**src/rtl/usb_nrzi_rx_decoder.sv**
```systemverilog
// ============================================================================
// Module   : usb_nrzi_rx_decoder
// Purpose  : USB receive line decoder: SYNC hunt, NRZI decode, bit unstuffing,
//            EOP detection and LSB-first byte assembly with packet framing.
// Revision : 1.0 - initial release
// ============================================================================
`default_nettype none

module usb_nrzi_rx_decoder #(
    parameter int STUFF_LIMIT = 6,
    parameter int SYNC_ZEROS  = 7
) (
    input  logic       clock,
    input  logic       reset_n,
    input  logic [1:0] usb_signals,
    input  logic [1:0] j_state,
    input  logic [1:0] k_state,
    input  logic       bus_reset,
    output logic [7:0] rx_data,
    output logic       rx_valid,
    output logic       rx_sop,
    output logic       rx_eop,
    output logic       rx_error,
    output logic       rx_active
);

    localparam logic [3:0] STUFF_MAX = 4'(STUFF_LIMIT);
    localparam logic [3:0] SYNC_MAX  = 4'(SYNC_ZEROS);

    typedef enum logic [1:0] {
        CL_J   = 2'd0,
        CL_K   = 2'd1,
        CL_SE0 = 2'd2,
        CL_SE1 = 2'd3
    } line_t;

    typedef enum logic [2:0] {
        ST_IDLE     = 3'd0,
        ST_SYNC     = 3'd1,
        ST_DATA     = 3'd2,
        ST_EOP      = 3'd3,
        ST_ERR_WAIT = 3'd4
    } state_t;

    state_t     state;
    line_t      prev;
    line_t      line_cls;
    logic [3:0] zero_cnt;
    logic [3:0] ones_cnt;
    logic [2:0] bit_cnt;
    logic [1:0] se0_cnt;
    logic       j_cnt;
    logic       first_byte;
    logic [7:0] shreg;
    logic       dec_bit;
    logic       cfg_bad;
    logic [7:0] shift_next;

    always_comb begin
        line_cls = CL_SE1;
        if (usb_signals == j_state)      line_cls = CL_J;
        else if (usb_signals == k_state) line_cls = CL_K;
        else if (usb_signals == 2'b00)   line_cls = CL_SE0;
        else                             line_cls = CL_SE1;
    end

    assign cfg_bad    = (j_state == k_state);
    assign dec_bit    = (line_cls == prev);
    assign shift_next = {dec_bit, shreg[7:1]};

    always_ff @(posedge clock or negedge reset_n) begin
        if (!reset_n) begin
            state      <= ST_IDLE;
            prev       <= CL_J;
            zero_cnt   <= 4'd0;
            ones_cnt   <= 4'd0;
            bit_cnt    <= 3'd0;
            se0_cnt    <= 2'd0;
            j_cnt      <= 1'b0;
            first_byte <= 1'b0;
            shreg      <= 8'h00;
            rx_data    <= 8'h00;
            rx_valid   <= 1'b0;
            rx_sop     <= 1'b0;
            rx_eop     <= 1'b0;
            rx_error   <= 1'b0;
            rx_active  <= 1'b0;
        end else begin
            rx_valid <= 1'b0;
            rx_sop   <= 1'b0;
            rx_eop   <= 1'b0;
            rx_error <= 1'b0;
            prev     <= line_cls;
            if (bus_reset || cfg_bad) begin
                // Bus reset and an unconfigured detector both park the decoder.
                state      <= ST_IDLE;
                prev       <= CL_J;
                zero_cnt   <= 4'd0;
                ones_cnt   <= 4'd0;
                bit_cnt    <= 3'd0;
                se0_cnt    <= 2'd0;
                j_cnt      <= 1'b0;
                first_byte <= 1'b0;
                rx_data    <= 8'h00;
                rx_active  <= 1'b0;
            end else begin
                case (state)
                    ST_IDLE: begin
                        prev <= CL_J;
                        if (line_cls == CL_K) begin
                            state    <= ST_SYNC;
                            prev     <= CL_K;
                            zero_cnt <= 4'd1;
                        end
                    end
                    ST_SYNC: begin
                        if (line_cls == CL_SE0) begin
                            state <= ST_IDLE;
                            prev  <= CL_J;
                        end else if (line_cls == CL_SE1 ||
                                     (!dec_bit && zero_cnt == SYNC_MAX) ||
                                     (dec_bit && zero_cnt != SYNC_MAX)) begin
                            state    <= ST_ERR_WAIT;
                            rx_error <= 1'b1;
                            j_cnt    <= 1'b0;
                        end else if (!dec_bit) begin
                            zero_cnt <= zero_cnt + 4'd1;
                        end else begin
                            // The closing 1 of SYNC starts the stuffing run.
                            state      <= ST_DATA;
                            rx_active  <= 1'b1;
                            ones_cnt   <= 4'd1;
                            bit_cnt    <= 3'd0;
                            first_byte <= 1'b1;
                        end
                    end
                    ST_DATA: begin
                        if (line_cls == CL_SE0) begin
                            state   <= ST_EOP;
                            se0_cnt <= 2'd1;
                        end else if (line_cls == CL_SE1 ||
                                     (ones_cnt == STUFF_MAX && dec_bit)) begin
                            state     <= ST_ERR_WAIT;
                            rx_error  <= 1'b1;
                            rx_active <= 1'b0;
                            j_cnt     <= 1'b0;
                        end else if (ones_cnt == STUFF_MAX) begin
                            ones_cnt <= 4'd0;
                        end else begin
                            shreg    <= shift_next;
                            bit_cnt  <= bit_cnt + 3'd1;
                            ones_cnt <= dec_bit ? ones_cnt + 4'd1 : 4'd0;
                            if (bit_cnt == 3'd7) begin
                                rx_data    <= shift_next;
                                rx_valid   <= 1'b1;
                                rx_sop     <= first_byte;
                                first_byte <= 1'b0;
                            end
                        end
                    end
                    ST_EOP: begin
                        if (line_cls == CL_SE0) begin
                            if (se0_cnt != 2'd3) se0_cnt <= se0_cnt + 2'd1;
                        end else if (line_cls == CL_J && se0_cnt >= 2'd2) begin
                            state     <= ST_IDLE;
                            prev      <= CL_J;
                            rx_eop    <= 1'b1;
                            rx_error  <= (bit_cnt != 3'd0);
                            rx_active <= 1'b0;
                        end else begin
                            state     <= ST_ERR_WAIT;
                            rx_error  <= 1'b1;
                            rx_active <= 1'b0;
                            j_cnt     <= 1'b0;
                        end
                    end
                    ST_ERR_WAIT: begin
                        rx_active <= 1'b0;
                        if (line_cls == CL_J) begin
                            if (j_cnt) begin
                                state <= ST_IDLE;
                                prev  <= CL_J;
                                j_cnt <= 1'b0;
                            end else begin
                                j_cnt <= 1'b1;
                            end
                        end else begin
                            j_cnt <= 1'b0;
                        end
                    end
                    default: begin
                        state <= ST_IDLE;
                        prev  <= CL_J;
                    end
                endcase
            end
        end
    end

endmodule

`default_nettype wire

```
**config.mk**
```make
export PLATFORM = sky130hd
export DESIGN_NAME = usb_nrzi_rx_decoder
export DESIGN_NICKNAME = d
export VERILOG_FILES = /design/src/rtl/usb_nrzi_rx_decoder.sv
export SDC_FILE = /design/constraint.sdc
export NUM_CORES = 1
export LEC_CHECK = 0
export CORE_UTILIZATION = 58
export CTS_BUF_LIST = sky130_fd_sc_hd__clkbuf_16
export DETAILED_ROUTE_END_ITERATION = 7
export PLACE_DENSITY_LB_ADDON = 0.05
export SYNTH_ARGS = -nofsm -noshare
export SYNTH_HDL_FRONTEND = slang
export SYNTH_SLANG_ARGS = --single-unit
```
**constraint.sdc**
```tcl
create_clock -name clock -period 2.7 [get_ports clock]
set_input_delay 0.54 -clock clock [delete_from_list [all_inputs] [get_ports clock]]
set_output_delay 0.54 -clock clock [all_outputs]
set_load 0.005 [all_outputs]
```
=== Word-level counts from Yosys, hierarchy flattened ===
Cells that the tools add are included.

* Bits in read-only memories: 0
* Word-level logic and storage cells: 195
* Bits in latches: 0
* Memory bits (writable): 0
* Input port bits: 9
* Memories kept: 0
* Flip-flop bits (word level): 41

* $add $sub $neg: 4
* Reductions and logical operators: 29
* Shift-type cells: 0
* Bitwise operators: 4
* Divide/modulo/power cells: 0
* Muxes and demuxes: 103
* Order comparisons: 1
* Eq/ne operators: 39
* $mul: 0

{| class="wikitable"
|+ Operators by type and width
! cell !! number
|-
| $mux W3 || 18
|-
| $ne A3 B3 Y1 const B || 18
|-
| $mux W4 || 13
|-
| $mux W8 || 6
|-
| $mux W1 || 44
|-
| $mux W2 || 12
|-
| $reduce_and A7 Y1 || 3
|-
| $pmux W4 S2 || 2
|-
| $pmux W3 S5 || 1
|-
| $reduce_and A5 Y1 || 3
|-
| $reduce_and A6 Y1 || 2
|-
| $reduce_bool A3 Y1 || 4
|-
| $pmux W2 S5 || 1
|-
| $add A4 B1 Y4 const B || 2
|-
| $eq A2 B2 Y1 || 4
|-
| $eq A4 B3 Y1 const B || 2
|-
| $ne A2 B2 Y1 const B || 4
|-
| $pmux W1 S4 || 2
|-
| $reduce_and A8 Y1 || 1
|-
| $eq A3 B2 Y1 const B || 2
|-
| $eq A3 B3 Y1 const B || 2
|-
| $pmux W3 S2 || 1
|-
| $ne A5 B5 Y1 const B || 1
|-
| $reduce_bool A5 Y1 || 1
|-
| other kinds (19) || 31
|}

=== Longest topological paths before layout ===
* Depth in word-level cells: 13
* Gate-level depth with buffers: 8

=== Least setup slack after synthesis ===
Ideal clock, no wire load.

* Path kind: input to register
* Start point: input usb_signals[0]
* End point: register rx_error
* Slack: 0.395 ns
* Cell stages on the path: 7
* Arrival: 2.148 ns
* Setup time: 0.157 ns
* Cell sequence: or2_4 nor3_1 a21oi_2 o22ai_1 o21ai_0 a221oi_1 nor4_1

* Word-level cells in the longest chain between the ends: 13

{| class="wikitable"
|+ RTL lines
! what !! line !! RTL
|-
| start: declaration || 15 || <nowiki>input logic [1:0] usb_signals,</nowiki>
|-
| $logic_not A2 Y1 || 63 || <nowiki>else if (usb_signals == 2'b00) line_cls = CL_SE0;</nowiki>
|-
| $mux W1 || 63 ||
|-
| $mux W2 || 62 || <nowiki>else if (usb_signals == k_state) line_cls = CL_K;</nowiki>
|-
| $mux W2 * || 61 || <nowiki>if (usb_signals == j_state) line_cls = CL_J;</nowiki>
|-
| $eq A2 B2 Y1 || 68 || <nowiki>assign dec_bit = (line_cls == prev);</nowiki>
|-
| $logic_not A1 Y1 || n/a ||
|-
| $logic_and A1 B1 Y1 || 121 || <nowiki>(!dec_bit && zero_cnt == SYNC_MAX) ||</nowiki>
|-
| $logic_or A1 B1 Y1 || 120 || <nowiki>end else if (line_cls == CL_SE1 ||</nowiki>
|-
| $logic_or A1 B1 Y1 || 121 ||
|-
| $mux W1 || 120 ||
|-
| $mux W1 || 117 || <nowiki>if (line_cls == CL_SE0) begin</nowiki>
|-
| $pmux W1 S3 * || 107 || <nowiki>case (state)</nowiki>
|-
| $mux W1 * || 94 || <nowiki>if (bus_reset || cfg_bad) begin</nowiki>
|-
| end signal: assignment || 168 || <nowiki>rx_error <= (bit_cnt != 3'd0);</nowiki>
|-
| end: declaration || 23 || <nowiki>output logic rx_error,</nowiki>
|}

Every way passes the cells marked *; elsewhere a longest branch is shown, timed or not.
A chain may end at the register's enable or synchronous reset.

=== Worst setup path in the final report ===
* Start point: input j_state[0]
* End point: register state[2]

* Word-level cells in the longest chain between the ends: 11

{| class="wikitable"
|+ RTL lines
! what !! line !! RTL
|-
| start: declaration || 16 || <nowiki>input logic [1:0] j_state,</nowiki>
|-
| $eq A2 B2 Y1 || 61 ||
|-
| $mux W2 || 61 ||
|-
| $eq A2 B2 Y1 || 68 ||
|-
| $logic_not A1 Y1 || n/a ||
|-
| $logic_and A1 B1 Y1 || 121 ||
|-
| $logic_or A1 B1 Y1 || 120 ||
|-
| $logic_or A1 B1 Y1 || 121 ||
|-
| $mux W3 || 120 ||
|-
| $mux W3 || 117 ||
|-
| $pmux W3 S5 || 107 ||
|-
| $mux W3 || 94 ||
|-
| end signal: assignment || 96 || <nowiki>state <= ST_IDLE;</nowiki>
|-
| end signal: assignment || 118 || <nowiki>state <= ST_IDLE;</nowiki>
|-
| end signal: assignment || 123 || <nowiki>state <= ST_ERR_WAIT;</nowiki>
|-
| end: declaration || 45 || <nowiki>state_t state;</nowiki>
|}

Several ways; a longest one is shown, not always the timed one. The select of a mux whose other input is x is not followed.

==> run metrics <==
outcome completed; R2R setup slack 0.46 ns; most frequent CP cell buf_4; Setup Fix Bufs, Post-CTS 0; max-slew violation count 0; GRT overflow 0; clk_lat worst skew 0.28 ns; clock root buffer clkbuf_16; router iterations before antenna repair 4; CTS max path bufs 2; register area share after synthesis 39.8%; vias 2349; Max-slew headroom 43.9%; Cell Area, Synth 2520 sq um; Seq pwr share 37.0%; Switch Pwr 0.543 mW; largest net degree at the start of global routing 41; total chip power 1.82 mW; post-route ant nets 0; Via density 6.23; initial antenna violation count 0; CTS tree yes; fin util 79.2%; Slew @ Worst Pin 0.842 ns; post-synth cell types 61; Max FO, Critical Path 5; launch point of the worst reg-to-reg path state[1]; CTS resizes 0; Syn Area/Cell 9.46 sq um; CP Class input pin to register; peak supply drop 0.000534 V; post-route DRC violation count 0; final hold violation count 0; WL final 6.47 mm; syn nets 283; total CTS buffers 5; final setup vio count 0; number of fill cells 279; r2r endpoint rx_data[7]; Leak Pwr 1.42 nW; WL per Instance 17.1 um; Power Internal 1.27 mW; Worst path max stage delay 0.54 ns; Initial DRC Count 266; Row Count 23; Final HPWL DP 4.84 mm; share of cells above drive strength 1 22.6%; most common cell after layout, fill and taps aside dfrtp_1; Total Routing Usage GR 31.2%; Highest Clock Rate 386 MHz; number of synthesized flops with an enable pin 0; yosys warns 0; Hold-fix buffers, CTS 0; Max H-tree Level 2; asr flop ratio synth 100%; RSZ-0062 raised after global routing false; most frequent cells in the layout dfrtp_1, buf_4, nand2_1, nor2_1, clkdlybuf4s50_1; initial core utilization 61.6%; Crit-path slowest cell clkdlybuf4s50_1; nets 343; Inst Count DP 369; ANT cells 0; Tmin final 2.59 ns; first-pass GRT wire length 10.4 mm; setup TNS 0 ns; Clock Power Share 35.8%; ys flop type dfrtp_1; crit-path cells clkdlybuf4s50_1 > xor2_2 > o22ai_4 > xnor2_1 > buf_4 > o2111ai_1 > buf_4 > nand4_1 > o32ai_1; Reg clk slew, reported paths 0.05 ns; Ports 22; part of the power in combinational logic 27.3%; die height 67.9 um; switch share 29.9%; Clock Sinks 40; startpoint types input pin; input/output buffers 21; Worst EP arrival 2.76 ns; reg2reg path depth 6; CP Data Required Time 2.87 ns; Final Cell Area 3240 sq um; max_cap viols 0; PwrDens 561 nW/um^2; period utilization 95.9%; Placeable Area 4090 sq um; cell count after synthesis 266; Die Wd 67.9 um; Synth Register Bits 40; Final Skew 0.00279 ns; total placed instance area 3050 sq um; worst min path class input pin to async pin; Non-Filler Instances 377; Area growth syn-to-layout 28.5%; number of global-route vias before repair 2215; full die area 4610 sq um; GP Congestion 1.02; crit end category register
==> worst max path at each step <==
stage,start,endpoint
4_1_cts,usb_signals[1],state[1]
5_1_grt,j_state[0],rx_active
3_5_place_dp,usb_signals[1],state[1]
6_report,j_state[0],state[2]
3_3_place_gp,usb_signals[1],zero_cnt[0]
2_1_floorplan,usb_signals[0],rx_error
==> through the flow <==
stage,worst slack [ns],hold WS (ns)
floorplan,0.395,0.244
global placement,-0.172,0.474
detailed placement,-0.220,0.466
CTS,0.0811,0.391
global route,0.0337,0.455
finish,0.111,0.364
==> critical path: cells and delay by family <==
| family | cells | cell delay [ns] |
|---|---|---|
| xor+xnor | 2 | 0.46 |
| compound gates | 3 | 0.74 |
| simple gates | 1 | 0.13 |
| buf+inv | 3 | 0.89 |
==> layout make-up <==
type | instances | area, sq um | area share [%]
multi-input combinational | 209 | 1450 | 44.9
sequential | 40 | 1000 | 30.9
timing repair buffer | 60 | 518 | 16.0
clock buffer | 5 | 125 | 3.87
tap | 50 | 62.6 | 1.93
clock inverter | 3 | 37.5 | 1.16
inverter | 10 | 37.5 | 1.16
==> cells in the mapped netlist (2+ instances only) <==
| master | count | share of area (%) |
|---|---|---|
| a21o_1 | 3 | 0.89 |
| a21oi_1 | 13 | 2.6 |
| a221oi_1 | 3 | 1.0 |
| a22o_1 | 7 | 2.4 |
| a22oi_1 | 2 | 0.60 |
| a32o_1 | 2 | 0.80 |
| a41oi_1 | 2 | 0.70 |
| buf_2 | 2 | 0.40 |
| clkbuf_1 | 4 | 0.60 |
| dfrtp_1 | 40 | 40 |
| ha_1 | 8 | 4.0 |
| inv_1 | 10 | 1.5 |
| mux2_2 | 8 | 3.6 |
| nand2_1 | 26 | 3.9 |
| nand2b_1 | 7 | 1.7 |
| nand3_1 | 4 | 0.80 |
| nand3b_1 | 4 | 1.2 |
| nand4_1 | 4 | 0.99 |
| nor2_1 | 23 | 3.4 |
| nor2b_1 | 2 | 0.50 |
| nor3_1 | 8 | 1.6 |
| nor4_1 | 3 | 0.75 |
| o2111ai_1 | 4 | 1.4 |
| o21a_1 | 2 | 0.60 |
| o21ai_0 | 17 | 3.4 |
| o21ai_1 | 7 | 1.4 |
| o22ai_1 | 2 | 0.50 |
| o31ai_1 | 3 | 0.89 |
| o31ai_2 | 2 | 0.99 |
| o41ai_1 | 2 | 0.70 |
| or2_2 | 4 | 0.99 |
| or2b_1 | 2 | 0.60 |
| or3_1 | 2 | 0.50 |
| xnor2_1 | 3 | 1.0 |
| xor2_1 | 4 | 1.4 |
| xor2_2 | 2 | 1.3 |
==> power by group through the flow <==
stage,clock (mW),sequential (mW),combinational (mW)
after detailed placement,0,0.680,0.482
after floorplan,0,0.652,0.306
after global routing,0.685,0.676,0.542
after CTS,0.661,0.669,0.487
final,0.650,0.671,0.495
after global placement,0,0.678,0.477
==> cell families (layout without fill, tap and decap cells) <==
logic type                 Yosys count  after routing  synth area share, %
xor gates and xnor gates            10             10                 4.37
DFF                                 40             40                 39.8
AOI/OAI and AO/OA                   87             87                 26.2
and+or+nand+nor                     96             96                 19.2
adders and majority gates            8              8                 3.98
muxes                                8              8                 3.58
buffers and inverters               17             78                 2.93
==> state kept, by name, summed over array words and instances (netlist names) <==
signal	flops
rx_data	8
shreg	7
ones_cnt	4
zero_cnt	4
bit_cnt	3
state	3
prev	2
se0_cnt	2
first_byte	1
j_cnt	1
rx_active	1
rx_eop	1
rx_error	1
rx_sop	1
rx_valid	1
==> per-layer routing <==
| metal | GRT usage, % | part of all wire (%) |
|---|---|---|
| met5 | 0 | 0 |
| met2 | 45.3 | 45 |
| met1 | 42.9 | 46 |
| met3 | 7.50 | 6.1 |
| met4 | 16.1 | 2.7 |
No activity file was read; power rests on OpenSTA's default activity.
